File: src/rtl/i2s_clk_cfg_ctrl.sv
// Run/config sequencer for the I2S bclk/lrck divider (mclki domain).
// Optional drain timeout: define I2S_CFG_CTRL_TIMEOUT_EN.
module i2s_clk_cfg_ctrl #(
  parameter logic [4:0] DEF_BCLK_FACTOR = 5'd4,
  parameter logic [5:0] DEF_WORD_WIDTH  = 6'd32,
  parameter int         SETTLE_CYCLES   = 4,
  parameter int         TIMEOUT_CYCLES  = 4096
) (
  input  logic       mclki,
  input  logic       rst_n,
  input  logic       run_req,
  input  logic       cfg_valid,
  output logic       cfg_ready,
  input  logic [4:0] cfg_bclk_factor,
  input  logic [5:0] cfg_word_width,
  output logic       cfg_err,
  output logic       cfg_done,
  input  logic       div_lrck,
  output logic       div_enable,
  output logic [4:0] div_bclk_factor,
  output logic [5:0] div_word_width,
  output logic       busy
);

  typedef enum logic [1:0] {
    S_OFF,
    S_SETTLE,
    S_RUN,
    S_DRAIN
  } state_t;

  localparam logic [3:0] SETTLE_LAST =
    4'(SETTLE_CYCLES - 1);

  state_t     state;
  state_t     state_d;
  logic       lrck_q;
  logic       boundary;
  logic       xfer;
  logic       cfg_ok;
  logic       fire;
  logic       tmo;
  logic [3:0] scnt;
  logic [4:0] pend_f;
  logic [5:0] pend_w;
  logic       pend_valid;
  logic       restart;
  logic       restart_d;
  logic       ld_off;
  logic       ld_pend;
  logic       apply;
  logic       err_d;
  logic       done_d;

  assign boundary = lrck_q && !div_lrck;
  assign cfg_ok   = (cfg_bclk_factor != 5'd0) &&
                    ((cfg_word_width == 6'd16) ||
                     (cfg_word_width == 6'd32));
  assign xfer     = cfg_valid && cfg_ready;
  assign fire     = boundary || tmo;

  assign cfg_ready  = (state == S_OFF) ||
                      (state == S_RUN);
  assign div_enable = (state == S_RUN) ||
                      (state == S_DRAIN);
  assign busy       = (state == S_SETTLE) ||
                      (state == S_DRAIN);

`ifdef I2S_CFG_CTRL_TIMEOUT_EN
  localparam int TW = $clog2(TIMEOUT_CYCLES + 1);
  localparam logic [TW-1:0] TMO_LAST =
    TW'(TIMEOUT_CYCLES - 1);

  logic [TW-1:0] tcnt;

  assign tmo = (state == S_DRAIN) &&
               (tcnt == TMO_LAST);

  // restarts from zero on every DRAIN entry
  always_ff @(posedge mclki or negedge rst_n) begin
    if (!rst_n) begin
      tcnt <= '0;
    end else if ((state == S_DRAIN) &&
                 (state_d == S_DRAIN)) begin
      tcnt <= tcnt + 1'b1;
    end else begin
      tcnt <= '0;
    end
  end
`else
  assign tmo = 1'b0;
`endif

  always_comb begin
    state_d   = state;
    restart_d = restart;
    ld_off    = 1'b0;
    ld_pend   = 1'b0;
    apply     = 1'b0;
    unique case (state)
      S_OFF: begin
        ld_off = xfer && cfg_ok;
        if (run_req) state_d = S_SETTLE;
      end
      S_SETTLE: begin
        if (scnt == SETTLE_LAST)
          state_d = run_req ? S_RUN : S_OFF;
      end
      S_RUN: begin
        ld_pend = xfer && cfg_ok;
        // stop wins over a restart request
        if (ld_pend || !run_req) begin
          state_d   = S_DRAIN;
          restart_d = run_req;
        end
      end
      S_DRAIN: begin
        restart_d = restart && run_req;
        if (fire) begin
          apply   = pend_valid;
          state_d = (restart && run_req) ?
                    S_SETTLE : S_OFF;
        end
      end
      default: state_d = S_OFF;
    endcase
    err_d  = (xfer && !cfg_ok) ||
             (tmo && !boundary);
    done_d = ld_off || apply;
  end

  always_ff @(posedge mclki or negedge rst_n) begin
    if (!rst_n) begin
      state   <= S_OFF;
      restart <= 1'b0;
      scnt    <= '0;
    end else begin
      state   <= state_d;
      restart <= restart_d;
      if ((state == S_SETTLE) &&
          (state_d == S_SETTLE))
        scnt <= scnt + 1'b1;
      else
        scnt <= '0;
    end
  end

  always_ff @(posedge mclki or negedge rst_n) begin
    if (!rst_n) begin
      lrck_q          <= 1'b0;
      cfg_err         <= 1'b0;
      cfg_done        <= 1'b0;
      pend_valid      <= 1'b0;
      pend_f          <= '0;
      pend_w          <= '0;
      div_bclk_factor <= DEF_BCLK_FACTOR;
      div_word_width  <= DEF_WORD_WIDTH;
    end else begin
      lrck_q   <= div_lrck;
      cfg_err  <= err_d;
      cfg_done <= done_d;
      if (ld_off) begin
        div_bclk_factor <= cfg_bclk_factor;
        div_word_width  <= cfg_word_width;
      end
      if (ld_pend) begin
        pend_f     <= cfg_bclk_factor;
        pend_w     <= cfg_word_width;
        pend_valid <= 1'b1;
      end
      if (apply) begin
        div_bclk_factor <= pend_f;
        div_word_width  <= pend_w;
        pend_valid      <= 1'b0;
      end
    end
  end

endmodule

File: config.mk
export PLATFORM = sky130hd
export DESIGN_NAME = i2s_clk_cfg_ctrl
export DESIGN_NICKNAME = d
export VERILOG_FILES = /design/src/rtl/i2s_clk_cfg_ctrl.sv
export SDC_FILE = /design/constraint.sdc
export NUM_CORES = 1
export LEC_CHECK = 0
export BUFFER_PORTS_ARGS = -buffer_cell sky130_fd_sc_hd__buf_2
export CAP_MARGIN = 0
export CORE_MARGIN = 4
export CORE_UTILIZATION = 56
export CTS_CLUSTER_SIZE = 10
export DETAILED_ROUTE_END_ITERATION = 8
export PLACE_DENSITY = 0.88
export REMOVE_ABC_BUFFERS = 1
export SYNTH_ARGS = -nofsm -noshare
export SYNTH_HDL_FRONTEND = slang
export SYNTH_SLANG_ARGS = --single-unit
File: constraint.sdc
create_clock -name mclki -period 4.6 [get_ports mclki]
set_input_delay 0.92 -clock mclki [delete_from_list [all_inputs] [get_ports mclki]]
set_output_delay 0.92 -clock mclki [all_outputs]
set_load 0.1 [all_outputs]
* Word level (Yosys, flattened, before mapping)
Cells that the tools add are included.
** Word-level totals
- Register bits after elaboration :: 33
- Input bits :: 16
- Word-level logic and storage cells :: 62
** Operators by class
- $add $sub $neg :: 1
- Equality and inequality tests :: 8
- Muxes and demuxes :: 20
- Reduce and logical (&&, ||, !) cells :: 22
** Operators with widths (number)
- $mux 6 :: 2
- $mux 2 :: 5
- $mux 5 :: 2
- $mux 1 :: 8
- $pmux 2 s4 :: 1
- $logic_and 1x1->1 :: 7
- $eq 6x5->1 const B :: 1
- $eq 6x6->1 const B :: 1
- $logic_or 1x1->1 :: 6
- $reduce_bool 2->1 :: 3
- $reduce_bool 5->1 :: 1
- $add 4x1->4 const B :: 1
- $eq 2x1->1 const B :: 2
- $eq 2x2->1 const B :: 2
- $eq 4x2->1 const B :: 1
- $mux 4 :: 1
- $logic_not 1->1 :: 3
- $logic_not 2->1 :: 1
- $ne 2x1->1 const B :: 1
- $pmux 1 s2 :: 1
- $reduce_and 2->1 :: 1

* Logic depth before layout (Yosys ltp)
- Depth after elaboration :: 10
- Gate-level depth with buffers :: 6
- Gate-level depth less buffers :: 5

* Least setup slack after synthesis
Ideal clock, no wire load.
- Kind :: register to output
- From :: reg state[1]
- To :: out div_enable
- Data arrival time :: 1497 ps
- Setup slack :: 2183 ps
- Cell stages (with the launch flop) :: 3
- Cells stage by stage :: dfrtp_1 -> clkbuf_1 -> clkbuf_1
** Between the ends
- Cells in the longest elaborated chain, start to end :: 2
- Elaborated cells on any way between the ends :: 3
** RTL lines
- start, declared :: line 35 : state_t state;
- start signal, assigned :: line 138 : state <= state_d;
- $eq 2x2->1, on equally long branches :: line 64, 65
- $logic_or 1x1->1 * :: line 64 : assign div_enable = (state == S_RUN) ||
- end, declared :: line 19 : output logic div_enable,
Every way passes the cells marked *; elsewhere a longest branch is shown, timed or not.

* Final worst setup path
Ends and elaborated chain as after synthesis.

==> flow_metrics.env <==
export IMPL_core_area_um2=2450
export IMPL_cts_buffer_depth=2
export IMPL_wire_per_inst_um=15.4
export IMPL_timing_critical_path_buf_inv=1
export IMPL_synth_area_leaders="dfrtp_1 54%, mux2_4 5.2%, o221a_2 4.7%"
export IMPL_post_route_period_util_pct=50.3
export IMPL_grt_pass1_wl_um=4730
export IMPL_power_frac_seq_pct=38.0
export IMPL_arrival_ps=1400
export IMPL_power_frac_comb_pct=48.1
export IMPL_seq_area_frac_synth_pct=57.9
export IMPL_route_detailed_drc=0
export IMPL_grt_pass1_vias=999
export IMPL_layout_drive_gt1_share_pct=42.0
export IMPL_start_kind="register"
export IMPL_drt_iter0_markers=35
export IMPL_start_util_pct=58.3
export IMPL_yosysWarnings=0
export IMPL_cp_required_ps=3680
export IMPL_dieArea_um2=3430
export IMPL_power_total_uw=1090
export IMPL_ys_types=36
export IMPL_cts_resized=0
export IMPL_ys_flop_type="dfrtp_1"
export IMPL_drv_cap=0
export IMPL_final_cells=180
export IMPL_hold_viol=0
export IMPL_status="complete, no violations"
export IMPL_cts_root_buffer="clkbuf_4"
export IMPL_synthTopCellsByCount="31 x dfrtp_1, 8 x nand2_1, 7 x nor2_1, 7 x or2_2, 6 x o221a_2"
export IMPL_totalWireLength_um=2770
export IMPL_grt_antenna_before_repair=0
export IMPL_vias=996
export IMPL_async_reset_ff_share_pct=100
export IMPL_path_class="reg2out"
export IMPL_hold_buffers=0
export IMPL_synth_seq_cells=33
export IMPL_cp_end_kind="output port"
export IMPL_max_stage_delay_ps=570
export IMPL_gp_congestion=0.749
export IMPL_dr_pass1_iters=4
export IMPL_p_switching_uw=569
export IMPL_post_cts_buffers=0
export IMPL_hp_class="reg2reg"
export IMPL_ioPinCount=32
export IMPL_fp_dieW_um=58.5
export IMPL_n_antenna_cell=0
export IMPL_setup_viol=0
export IMPL_switching_share_pct=52.2
export IMPL_synthCells=118
export IMPL_dp_hpwl_um=2080
export IMPL_finClkSkew_ps=5.49
export IMPL_grt_max_degree=34
export IMPL_synth_cell_area_um2=1430
export IMPL_cp_top_family="flip-flops"
export IMPL_antenna_left=0
export IMPL_synth_edf_count=0
export IMPL_htreeDepth=2
export IMPL_port_buffers=31
export IMPL_clkTransAtPathRegs_ps=90
export IMPL_setup_tns_final_ps=0
export IMPL_fillers=191
export IMPL_slowest_stage="dfrtp_1"
export IMPL_nNetsFinal=166
export IMPL_cts_made_buffers=5
export IMPL_crit_fanout=12
export IMPL_maxSlewViolCount=0
export IMPL_yosysMostFrequentCell="dfrtp_1"
export IMPL_fin_crit_ps=2320
export IMPL_fmax_mhz=432
export IMPL_p_int_uw=521
export IMPL_crit_chain="buf_2"
export IMPL_die_h_um=58.5
export IMPL_avgSynthCellArea_um2=12.1
export IMPL_viasPerCell=5.53
export IMPL_dp_cells=172
export IMPL_cts_sinks=33
export IMPL_vdd_ir_drop_max_uv=526
export IMPL_grtUsageTotal_pct=19.0
export IMPL_yosysTopAreaCellShare_pct=54.2
export IMPL_rsz0062_at_grt="no"
export IMPL_cts_tree="yes"
export IMPL_overflow=0
export IMPL_power_density_nw_per_um2=665
export IMPL_clock_latency_ps=330
export IMPL_slew_headroom_pct=52.5
export IMPL_worst_pin_slew_ps=713
export IMPL_syn_to_final_growth_pct=14.6
export IMPL_p_leak_uw=0.000807
export IMPL_rows=18
export IMPL_yosys_area_top_type="dfrtp_1"
export IMPL_clockPowerShare_pct=13.9
-- routing by layer --
layer	vias up	track usage, %	routed length [um]
met1	480	23.8	1190
li1	476	-	-
met5	-	0	0
met3	6	7.46	213
met2	34	28.2	1300
met4	0	9.93	69
-- power groups by stage --
stage	Sequential (uW)	Combinational, uW	Clock (uW)
3_5_place_dp	420	528	0
3_3_place_gp	415	518	0
2_1_floorplan	710	142	0
4_1_cts	415	528	159
6_report	415	525	151
5_1_grt	425	550	175
-- logic make-up (layout without fill, tap and decap cells) --
logic type / count (synthesis) / in the layout / synth area share [%]
AO/OA/AOI/OAI: 20 / 20 / 12.7
XOR/XNOR: 4 / 4 / 2.45
adder cells (fa/ha/maj): 1 / 1 / 0.875
buffers and inverters: 12 / 44 / 3.76
flip-flops: 33 / 33 / 57.9
multiplexers: 6 / 6 / 6.04
AND/OR/NAND/NOR: 42 / 42 / 16.3
-- per-stage QoR --
step | util (%) | instance area, um^2 | hold WS (ps) | worst slack [ps]
after floorplan | - | 1400 | 433 | 1950
after global placement | 64.7 | 1590 | 443 | 2020
after detailed placement | 64.7 | 1590 | 461 | 1990
after CTS | 66.8 | 1640 | 475 | 2270
after global routing | 66.8 | 1640 | 504 | 2190
final | 66.8 | 1640 | 471 | 2280
-- cells in the final DEF, fill, tap and decap left out, types with 2 or more instances in the layout --
cell      synthesis  layout
clkinv_2          0       2
or2_2             7       7
a21oi_1           4       4
nor2b_1           5       5
nor2_1            7       7
buf_2             1      31
o221a_2           6       6
o22ai_1           2       2
or3_1             2       2
xor2_1            3       3
nand3_1           5       5
mux2_4            5       5
clkbuf_4          0       5
nand2_1           8       8
inv_1             5       5
dfstp_2           2       2
dfrtp_1          31      31
-- final timing paths --
check,start,to,slack [ps],cells after the start
max in group asynchronous,rst_n,scnt[2],3510,1
min reg2reg,scnt[0],scnt[0],470,1
min,scnt[0],scnt[0],470,1
min in group asynchronous,rst_n,pend_f[1],630,1
max reg2reg,state[1],div_word_width[4],2700,4
max,state[1],div_enable,2280,1
-- registers in the layout, indices dropped and copies added, names as in the netlist --
| name | count |
|---|---|
| scnt | 4 |
| cfg_err | 1 |
| lrck_q | 1 |
| pend_valid | 1 |
| restart | 1 |
| pend_f | 5 |
| pend_w | 6 |
| cfg_done | 1 |
| state | 2 |
| div_word_width | 6 |
| div_bclk_factor | 5 |
-- cell type report --
| class | count | area [um^2] | area share [%] |
|---|---|---|---|
| clock buffers | 6 | 41.3 | 2.52 |
| flip-flops and latches | 33 | 828 | 50.5 |
| repair buffers | 31 | 155 | 9.47 |
| multi-input cells | 73 | 548 | 33.4 |
| inverters | 5 | 18.8 | 1.15 |
| clock inverters | 2 | 10.0 | 0.611 |
| well taps | 30 | 37.5 | 2.29 |
No activity file was read; power rests on OpenSTA's default activity.
